[src/rtl/systolic_seq_ctrl.sv]
// rtl/systolic_seq_ctrl.sv - tile sequencer for the NxN systolic MAC array
//
// One tile per start: weight preload, activation streaming, skew flush,
// then a handshaked drain of result rows. Every output is a register.
// a_ready is sampled on the edge that opens a COMPUTE cycle, so that
// cycle's a_valid/a_idx reflect whether the buffer had data for it.

module systolic_seq_ctrl #(
  parameter int N  = 8,
  parameter int KW = 16,
  parameter int RW = $clog2(N)
) (
  input  logic          clk,
  input  logic          rst,
  input  logic          start,
  input  logic [KW-1:0] k_len,
  input  logic          a_ready,
  input  logic          out_ready,
  output logic          busy,
  output logic          done,
  output logic          w_load_en,
  output logic [RW-1:0] w_row,
  output logic          acc_clear,
  output logic          a_valid,
  output logic [KW-1:0] a_idx,
  output logic          array_en,
  output logic          out_valid,
  output logic [RW-1:0] out_row
);

  // Flush counter must reach 2N-3 (its last value) and still represent 2N-2.
  localparam int FW = $clog2(2 * N - 1);
  localparam logic [RW-1:0] ROW_LAST   = RW'(N - 1);
  localparam logic [FW-1:0] FLUSH_LAST = FW'(2 * N - 3);

  typedef enum logic [2:0] {
    S_IDLE,
    S_LOAD_W,
    S_COMPUTE,
    S_FLUSH,
    S_DRAIN,
    S_DONE
  } state_t;

  state_t        state_q;
  logic [KW-1:0] k_len_q;
  logic [KW-1:0] cnt_q;      // next activation index to issue; tops out at k_len
  logic [FW-1:0] flush_q;
  logic          busy_q;
  logic          done_q;
  logic          w_load_en_q;
  logic [RW-1:0] w_row_q;
  logic          acc_clear_q;
  logic          a_valid_q;
  logic [KW-1:0] a_idx_q;
  logic          array_en_q;
  logic          out_valid_q;
  logic [RW-1:0] out_row_q;

  logic          last_acc_d;
  logic          issue_slot_d;

  // Decide whether the next cycle is a COMPUTE cycle (an issue slot).
  always_comb begin
    last_acc_d   = 1'b0;
    issue_slot_d = 1'b0;
    if (state_q == S_COMPUTE) begin
      last_acc_d   = a_valid_q && (a_idx_q == (k_len_q - KW'(1)));
      issue_slot_d = !last_acc_d;
    end else if (state_q == S_LOAD_W) begin
      issue_slot_d = (w_row_q == ROW_LAST) && (k_len_q != '0);
    end
  end

  // Sequencer FSM with all array controls registered alongside the state.
  always_ff @(posedge clk) begin
    if (rst) begin
      state_q     <= S_IDLE;
      k_len_q     <= '0;
      cnt_q       <= '0;
      flush_q     <= '0;
      busy_q      <= 1'b0;
      done_q      <= 1'b0;
      w_load_en_q <= 1'b0;
      w_row_q     <= '0;
      acc_clear_q <= 1'b0;
      a_valid_q   <= 1'b0;
      a_idx_q     <= '0;
      array_en_q  <= 1'b0;
      out_valid_q <= 1'b0;
      out_row_q   <= '0;
    end else begin
      w_load_en_q <= 1'b0;
      acc_clear_q <= 1'b0;
      a_valid_q   <= 1'b0;
      array_en_q  <= 1'b0;
      out_valid_q <= 1'b0;
      done_q      <= 1'b0;

      case (state_q)
        S_IDLE: begin
          if (start) begin
            k_len_q     <= k_len;
            cnt_q       <= '0;
            a_idx_q     <= '0;
            busy_q      <= 1'b1;
            w_load_en_q <= 1'b1;
            w_row_q     <= '0;
            state_q     <= S_LOAD_W;
          end
        end

        S_LOAD_W: begin
          if (w_row_q == ROW_LAST) begin
            w_row_q <= '0;
            if (k_len_q != '0) begin
              state_q <= S_COMPUTE;
            end else begin
              done_q  <= 1'b1;
              state_q <= S_DONE;
            end
          end else begin
            w_load_en_q <= 1'b1;
            w_row_q     <= w_row_q + RW'(1);
          end
        end

        S_COMPUTE: begin
          if (last_acc_d) begin
            flush_q    <= '0;
            array_en_q <= 1'b1;
            state_q    <= S_FLUSH;
          end
        end

        S_FLUSH: begin
          if (flush_q == FLUSH_LAST) begin
            out_valid_q <= 1'b1;
            out_row_q   <= '0;
            state_q     <= S_DRAIN;
          end else begin
            array_en_q <= 1'b1;
            flush_q    <= flush_q + FW'(1);
          end
        end

        S_DRAIN: begin
          if (out_ready) begin
            if (out_row_q == ROW_LAST) begin
              out_row_q <= '0;
              done_q    <= 1'b1;
              state_q   <= S_DONE;
            end else begin
              out_valid_q <= 1'b1;
              out_row_q   <= out_row_q + RW'(1);
            end
          end else begin
            out_valid_q <= 1'b1;
          end
        end

        S_DONE: begin
          busy_q  <= 1'b0;
          state_q <= S_IDLE;
        end

        default: state_q <= S_IDLE;
      endcase

      // Issue slot: the buffer either hands over vector cnt_q or the slot idles
      // with a_idx parked on the vector still owed.
      if (issue_slot_d) begin
        a_idx_q <= cnt_q;
        if (a_ready) begin
          a_valid_q   <= 1'b1;
          array_en_q  <= 1'b1;
          acc_clear_q <= (cnt_q == '0);
          cnt_q       <= cnt_q + KW'(1);
        end
      end
    end
  end

  assign busy      = busy_q;
  assign done      = done_q;
  assign w_load_en = w_load_en_q;
  assign w_row     = w_row_q;
  assign acc_clear = acc_clear_q;
  assign a_valid   = a_valid_q;
  assign a_idx     = a_idx_q;
  assign array_en  = array_en_q;
  assign out_valid = out_valid_q;
  assign out_row   = out_row_q;

endmodule

[config.mk]
export PLATFORM = sky130hd
export DESIGN_NAME = systolic_seq_ctrl
export DESIGN_NICKNAME = d
export VERILOG_FILES = /design/src/rtl/systolic_seq_ctrl.sv
export SDC_FILE = /design/constraint.sdc
export NUM_CORES = 1
export LEC_CHECK = 0
export BUFFER_PORTS_ARGS = -buffer_cell sky130_fd_sc_hd__buf_4
export CAP_MARGIN = 20
export CORE_UTILIZATION = 35
export DETAILED_ROUTE_END_ITERATION = 7
export GPL_ROUTABILITY_DRIVEN = 0
export PLACE_DENSITY_LB_ADDON = 0.3
export SLEW_MARGIN = 20
export SYNTH_ARGS = -nofsm -noshare
export SYNTH_HDL_FRONTEND = slang
export SYNTH_SLANG_ARGS = --single-unit
export TNS_END_PERCENT = 100
[constraint.sdc]
create_clock -name clk -period 3.3 [get_ports clk]
set_clock_uncertainty 0.05 [all_clocks]
set_input_delay 0.33 -clock clk [delete_from_list [all_inputs] [get_ports clk]]
set_output_delay 0.33 -clock clk [all_outputs]
set_load 0.02 [all_outputs]
; ---- Word-level counts from Yosys, hierarchy flattened
; Index checks and enable logic that the tools add are counted.
[totals]
regBits = 68
latch_bits = 0
ram_bits = 0
romBits = 0
inputBits = 21
output_inout_bits = 29
elab_cells = 106
memories = 0
[op_classes]
addsub = 5
mul = 0
div = 0
magnitude_cmp = 0
eq_ne = 16
n_shift = 0
n_mux = 48
n_bitwise = 2
n_reduce_logical = 21
[ops]
columns = operator, n
row1 = 16-bit 2-to-1 mux, 7
row2 = 3-bit 2-to-1 mux, 12
row3 = 1-bit 2-to-1 mux, 18
row4 = "16-bit by 1-bit adder with 16-bit output, second input constant", 1
row5 = 16-bit == test, 1
row6 = 16-bit logical NOT, 1
row7 = 16-bit nonzero test, 1
row8 = "16-bit by 1-bit subtractor with 16-bit output, second input constant", 1
row9 = 3-bit one-hot mux with 5 select lines, 1
row10 = "3-bit == test, second input constant", 4
row11 = "2-bit inequality test, second input constant", 6
row12 = 3-bit one-hot mux with 2 select lines, 2
row13 = 2-bit nonzero test, 6
row14 = 1-bit one-hot mux with 2 select lines, 5
row15 = 4-bit 2-to-1 mux, 2
row16 = 4-bit one-hot mux with 2 select lines, 1
row17 = 2-bit AND reduction, 4
row18 = "3-bit by 1-bit adder with 3-bit output, second input constant", 2
row19 = "3-bit by 2-bit == test with 1-bit output, second input constant", 2
row20 = 3-bit AND reduction, 2
row21 = 6-bit AND reduction, 1
row22 = "4-bit by 1-bit adder with 4-bit output, second input constant", 1
row23 = "4-bit == test, second input constant", 1
row24 = "3-bit by 1-bit == test with 1-bit output, second input constant", 1
row25 = other kinds (7), 9

; ---- Logic depth before layout (Yosys ltp)
[logic_depth]
word_depth = 8
mapped_depth = 11

; ---- Worst setup path before layout
; Ideal clock, no wire load.
[synth_timing]
path_kind = flip-flop to flip-flop
start = reg k_len_q[0]
end = reg cnt_q[0]
t_arrival_ns = 2.481
t_required_ns = 3.129
path_slack_ns = 0.648
path_stages_with_launch = 11
path_buffers = 1
synth_period_minus_slack_ns = 2.652
path_cell_list = dfxtp_1 -> inv_1 -> ha_1 -> or4b_4 -> o2111a_1 -> a211o_1 -> nor4b_4 -> a21o_2 -> buf_2 -> a21boi_1 -> mux2_2
[synth_via]
elab_chain_len = 6
[synth_lines]
columns = element, line_no
row1 = start: declaration, 46  ; logic [KW-1:0] k_len_q;
row2 = start signal: assignment, 103  ; k_len_q <= k_len;
row3 = 16-bit by 1-bit subtractor with 16-bit output, 68  ; last_acc_d = a_valid_q && (a_idx_q == (k_len_q - KW'(1)));
row4 = 16-bit == test, 68
row5 = 1-bit logical AND, 68
row6 = 1-bit logical NOT, 69  ; issue_slot_d = !last_acc_d;
row7 = 1-bit 2-to-1 mux (*), 67  ; if (state_q == S_COMPUTE) begin
row8 = 16-bit 2-to-1 mux (*), 172  ; if (issue_slot_d) begin
row9 = end signal: assignment, 178  ; cnt_q <= cnt_q + KW'(1);
row10 = end: declaration, 47  ; logic [KW-1:0] cnt_q;
; Mark *: on every way between the ends. The rest lies on a longest branch, timed or not.
; A chain may end at the register's enable or synchronous reset.

; ---- Worst setup path in the final report
[layout_timing]
start = reg k_len_q[0]
end = reg a_idx_q[6] (netlist: a_idx[6])
[layout_via]
elab_chain_len = 7
[layout_lines]
columns = element, line_no
row1 = 16-bit by 1-bit subtractor with 16-bit output, 68
row2 = 16-bit == test, 68
row3 = 1-bit logical AND, 68
row4 = 1-bit logical NOT, 69
row5 = 1-bit 2-to-1 mux (*), 67
row6 = 2-bit nonzero test (no source line), --
row7 = 2-bit AND reduction (no source line), --
row8 = end signal: assignment, 173  ; a_idx_q <= cnt_q;
row9 = end: declaration, 55  ; logic [KW-1:0] a_idx_q;
; Marks and branches as above.

==> Flow_metrics.wiki <==
{| class="wikitable"
! Metric !! Value
|-
| CTS buffer count || 9
|-
| H-tree depth || 3
|-
| Post-detailed-routing wire length || 10000 um
|-
| Static leakage || 1.69 nW
|-
| Inst Count DP || 639
|-
| Share of cells above drive strength 1 || 17.1%
|-
| Antenna violations before repair || 0
|-
| Pre-CTS WS || 232 ps
|-
| Type of the setup path with the least slack || reg2reg
|-
| Ports || 50
|-
| Remaining number of nets flagged by the antenna check after routing || 0
|-
| Most common cell after layout, fill and taps aside || sky130_fd_sc_hd__dfxtp_1
|-
| Commonest cells after routing, fill and taps aside || sky130_fd_sc_hd__dfxtp_1, sky130_fd_sc_hd__nand2_1, sky130_fd_sc_hd__buf_4
|-
| Count of antenna diodes in the layout || 0
|-
| Most used flip-flop cell after synthesis || sky130_fd_sc_hd__dfxtp_1
|-
| Number of global-route vias before repair || 3448
|-
| Cell Area, Synth || 3840 um2
|-
| VDD IR max || 0.155 mV
|-
| Category of the worst setup path launch point || flop
|-
| Post-synthesis async set-or-reset flop share || 0%
|-
| Required time reported for the critical path endpoint || 3520 ps
|-
| Number of nets in the synthesized netlist || 508
|-
| Share of the yosys chip area belonging to registers || 35.4%
|-
| Post-synth EDFFs || 0
|-
| Reg-to-Reg Start || k_len_q[0]
|-
| Minimum period implied by the final worst setup slack || 2990 ps
|-
| Clock-pin slew of the registers on the worst-case setup and hold paths || 70 ps
|-
| Max_cap viols || 0
|-
| Clock sink count || 68
|-
| Final count of pins violating max slew || 0
|-
| Clock tree from TritonCTS || built
|-
| Overflow after GRT || 0
|-
| Clock Path Buffers || 2
|-
| Util after Layout || 42.9%
|-
| Count of routing violations after the opening detailed-route iteration || 299
|-
| Endpoint kind of the worst setup timing path || flop
|-
| Initial DRT Pass Iterations || 4
|-
| Max-Slew Margin vs Limit || 32.7%
|-
| Final-stage net count || 544
|-
| Average instance area after synthesis || 8.04 um2
|-
| # setup viols final || 0
|-
| Largest net degree at the start of global routing || 71
|-
| Outcome || completed
|-
| Die X || 107 um
|-
| Worst-Skew Late Latency || 340 ps
|-
| Via count || 3688
|-
| Overall die area || 11400 um2
|-
| Yosys warns || 0
|-
| Layout area overhead || 16.7%
|-
| Number of cells on the worst reg-to-reg path || 10
|-
| Worst hold path stage count || 3
|-
| End of the worst register-to-register path || a_idx[6]
|-
| Floorplan row count || 37
|-
| Critical path fanouts, max || 22
|-
| Detailed placer's ending HPWL || 7080 um
|-
| Total of buffers placed on input and output ports || 49
|-
| Final Instance Area || 4490 um2
|-
| Synth cell types || 69
|-
| Worst setup path endpoint || a_idx[6]
|-
| DP Area || 4300 um2
|-
| Post-route clock period utilization || 90.5%
|-
| Fmax achieved || 0.335 GHz
|-
| Setup slack of the worst register-to-register path || 310 ps
|-
| Die height || 107 um
|-
| Number of standard cells in the layout, taps in and fillers out || 655
|-
| Number of buffers added for setup after CTS || 0
|-
| Total negative slack for setup checks || 0 ps
|-
| Gr usage total || 18.3%
|-
| Critical Path AT || 3210 ps
|-
| Number of DRC violations after detailed routing || 0
|-
| Startpoint of the worst setup timing path || k_len_q[0]
|-
| Synthesized flop and latch total || 68
|-
| Number of buffers added to fix hold violations after cts || 0
|-
| Via density per instance || 5.63
|-
| Post-Syn Instances || 478
|-
| WL/cell || 15.3 um
|-
| Final-report hold violation count || 0
|-
| Global-route wire length before repair || 16700 um
|-
| Slew @ Worst Pin || 1010 ps
|-
| Master cell of the clock root buffer || sky130_fd_sc_hd__clkbuf_8
|-
| Initial cell density of the core || 36.7%
|-
| Pwr Density || 391 nW/um2
|-
| Area of the core region || 10500 um2
|-
| Final Worst Setup Slack || 314 ps
|-
| RSZ-0062 raised after global routing || no
|-
| Worst min-delay path category || in2reg
|}
[metal layers]
| layer | part of all wire (%) | track usage (%) | up-vias |
|---|---|---|---|
| li1 | - | - | 1842 |
| met1 | 48 | 24.7 | 1752 |
| met2 | 46 | 28.8 | 80 |
| met3 | 3.5 | 2.19 | 14 |
| met4 | 2.3 | 9.20 | 0 |
| met5 | 0 | 0 | - |
[cell usage after synthesis, types with 5 or more instances]
cell type	n	area, um2
sky130_fd_sc_hd__a31oi_1	5	31.3
sky130_fd_sc_hd__buf_2	6	30.0
sky130_fd_sc_hd__nand2b_1	11	68.8
sky130_fd_sc_hd__o21ai_0	26	130
sky130_fd_sc_hd__clkbuf_1	20	75.1
sky130_fd_sc_hd__dfxtp_1	68	1360
sky130_fd_sc_hd__and3_1	11	68.8
sky130_fd_sc_hd__xnor2_1	8	70.1
sky130_fd_sc_hd__nand2_1	58	218
sky130_fd_sc_hd__nor4_1	11	68.8
sky130_fd_sc_hd__nor3b_1	7	52.6
sky130_fd_sc_hd__o22ai_1	10	62.6
sky130_fd_sc_hd__nand4_1	23	144
sky130_fd_sc_hd__xor2_1	6	52.6
sky130_fd_sc_hd__nor3_1	7	35.0
sky130_fd_sc_hd__nor4b_1	6	52.6
sky130_fd_sc_hd__nand3_1	15	75.1
sky130_fd_sc_hd__nor2_1	32	120
sky130_fd_sc_hd__ha_1	9	113
sky130_fd_sc_hd__inv_1	10	37.5
sky130_fd_sc_hd__a21oi_1	49	245
[worst max-delay path: stages, from the launching register on]
cell and delay [ps]:
sky130_fd_sc_hd__dfxtp_1 350, sky130_fd_sc_hd__inv_1 70, sky130_fd_sc_hd__ha_1 210, sky130_fd_sc_hd__or4b_4 500, sky130_fd_sc_hd__o2111a_1 240, sky130_fd_sc_hd__a211o_1 240, sky130_fd_sc_hd__nor4b_4 160, sky130_fd_sc_hd__a21oi_1 440
sky130_fd_sc_hd__buf_4 340, sky130_fd_sc_hd__o21ai_0 160, sky130_fd_sc_hd__a21oi_1 150
[area by class of cell]
| cell class | count | area (um2) |
|---|---|---|
| repair buffers | 58 | 435 |
| clock buffers | 14 | 143 |
| flip-flops and latches | 68 | 1360 |
| inverters | 10 | 37.5 |
| multi-input cells | 367 | 2300 |
| clock inverters | 2 | 35.0 |
| well taps | 136 | 170 |
| fillers | 1039 | 5980 |
[power breakdown]
part	internal, mW	switching (mW)	total [mW]
Sequential	0.838	0.0266	0.864
Clock	0.350	0.309	0.659
Combinational	0.0997	0.133	0.233
Total	1.29	0.468	1.76
[metrics by stage]
step	power [mW]	hold slack (ps)
3_5_place_dp	1.11	420
2_1_floorplan	1.05	396
4_1_cts	1.77	162
5_1_grt	1.84	182
6_report	1.76	175
3_3_place_gp	1.11	410
[timing repair]
action / CTS / global route
endpoints found under the hold margin: 0 / 0
endpoints found under the setup margin: 0 / 3
resized for setup: 0 / 1
[registers in the layout, indices dropped and copies added, names as in the netlist]
register   cells
a_idx         16
a_valid        1
flush_q        4
busy           1
w_load_en      1
cnt_q         16
w_row          3
out_valid      1
done           1
state_q        3
out_row        3
array_en       1
acc_clear      1
k_len_q       16
[worst min path at each step]
| stage | start | end |
|---|---|---|
| 4_1_cts | k_len[6] | k_len_q[6] |
| 6_report | k_len[8] | k_len_q[8] |
| 2_1_floorplan | flush_q[3] | flush_q[3] |
| 3_3_place_gp | flush_q[3] | flush_q[3] |
| 5_1_grt | k_len[15] | k_len_q[15] |
| 3_5_place_dp | flush_q[3] | flush_q[3] |
[cells by family after synthesis]
| logic type | count (synthesis) | synth area share (%) |
|---|---|---|
| mux | 7 | 1.99 |
| simple gates | 211 | 30.6 |
| fa+ha+maj | 9 | 2.93 |
| flops | 68 | 35.4 |
| compound gates | 124 | 19.8 |
| buf+inv | 43 | 4.95 |
| xor+xnor | 16 | 4.36 |
Power figures use the tool's default switching activity.
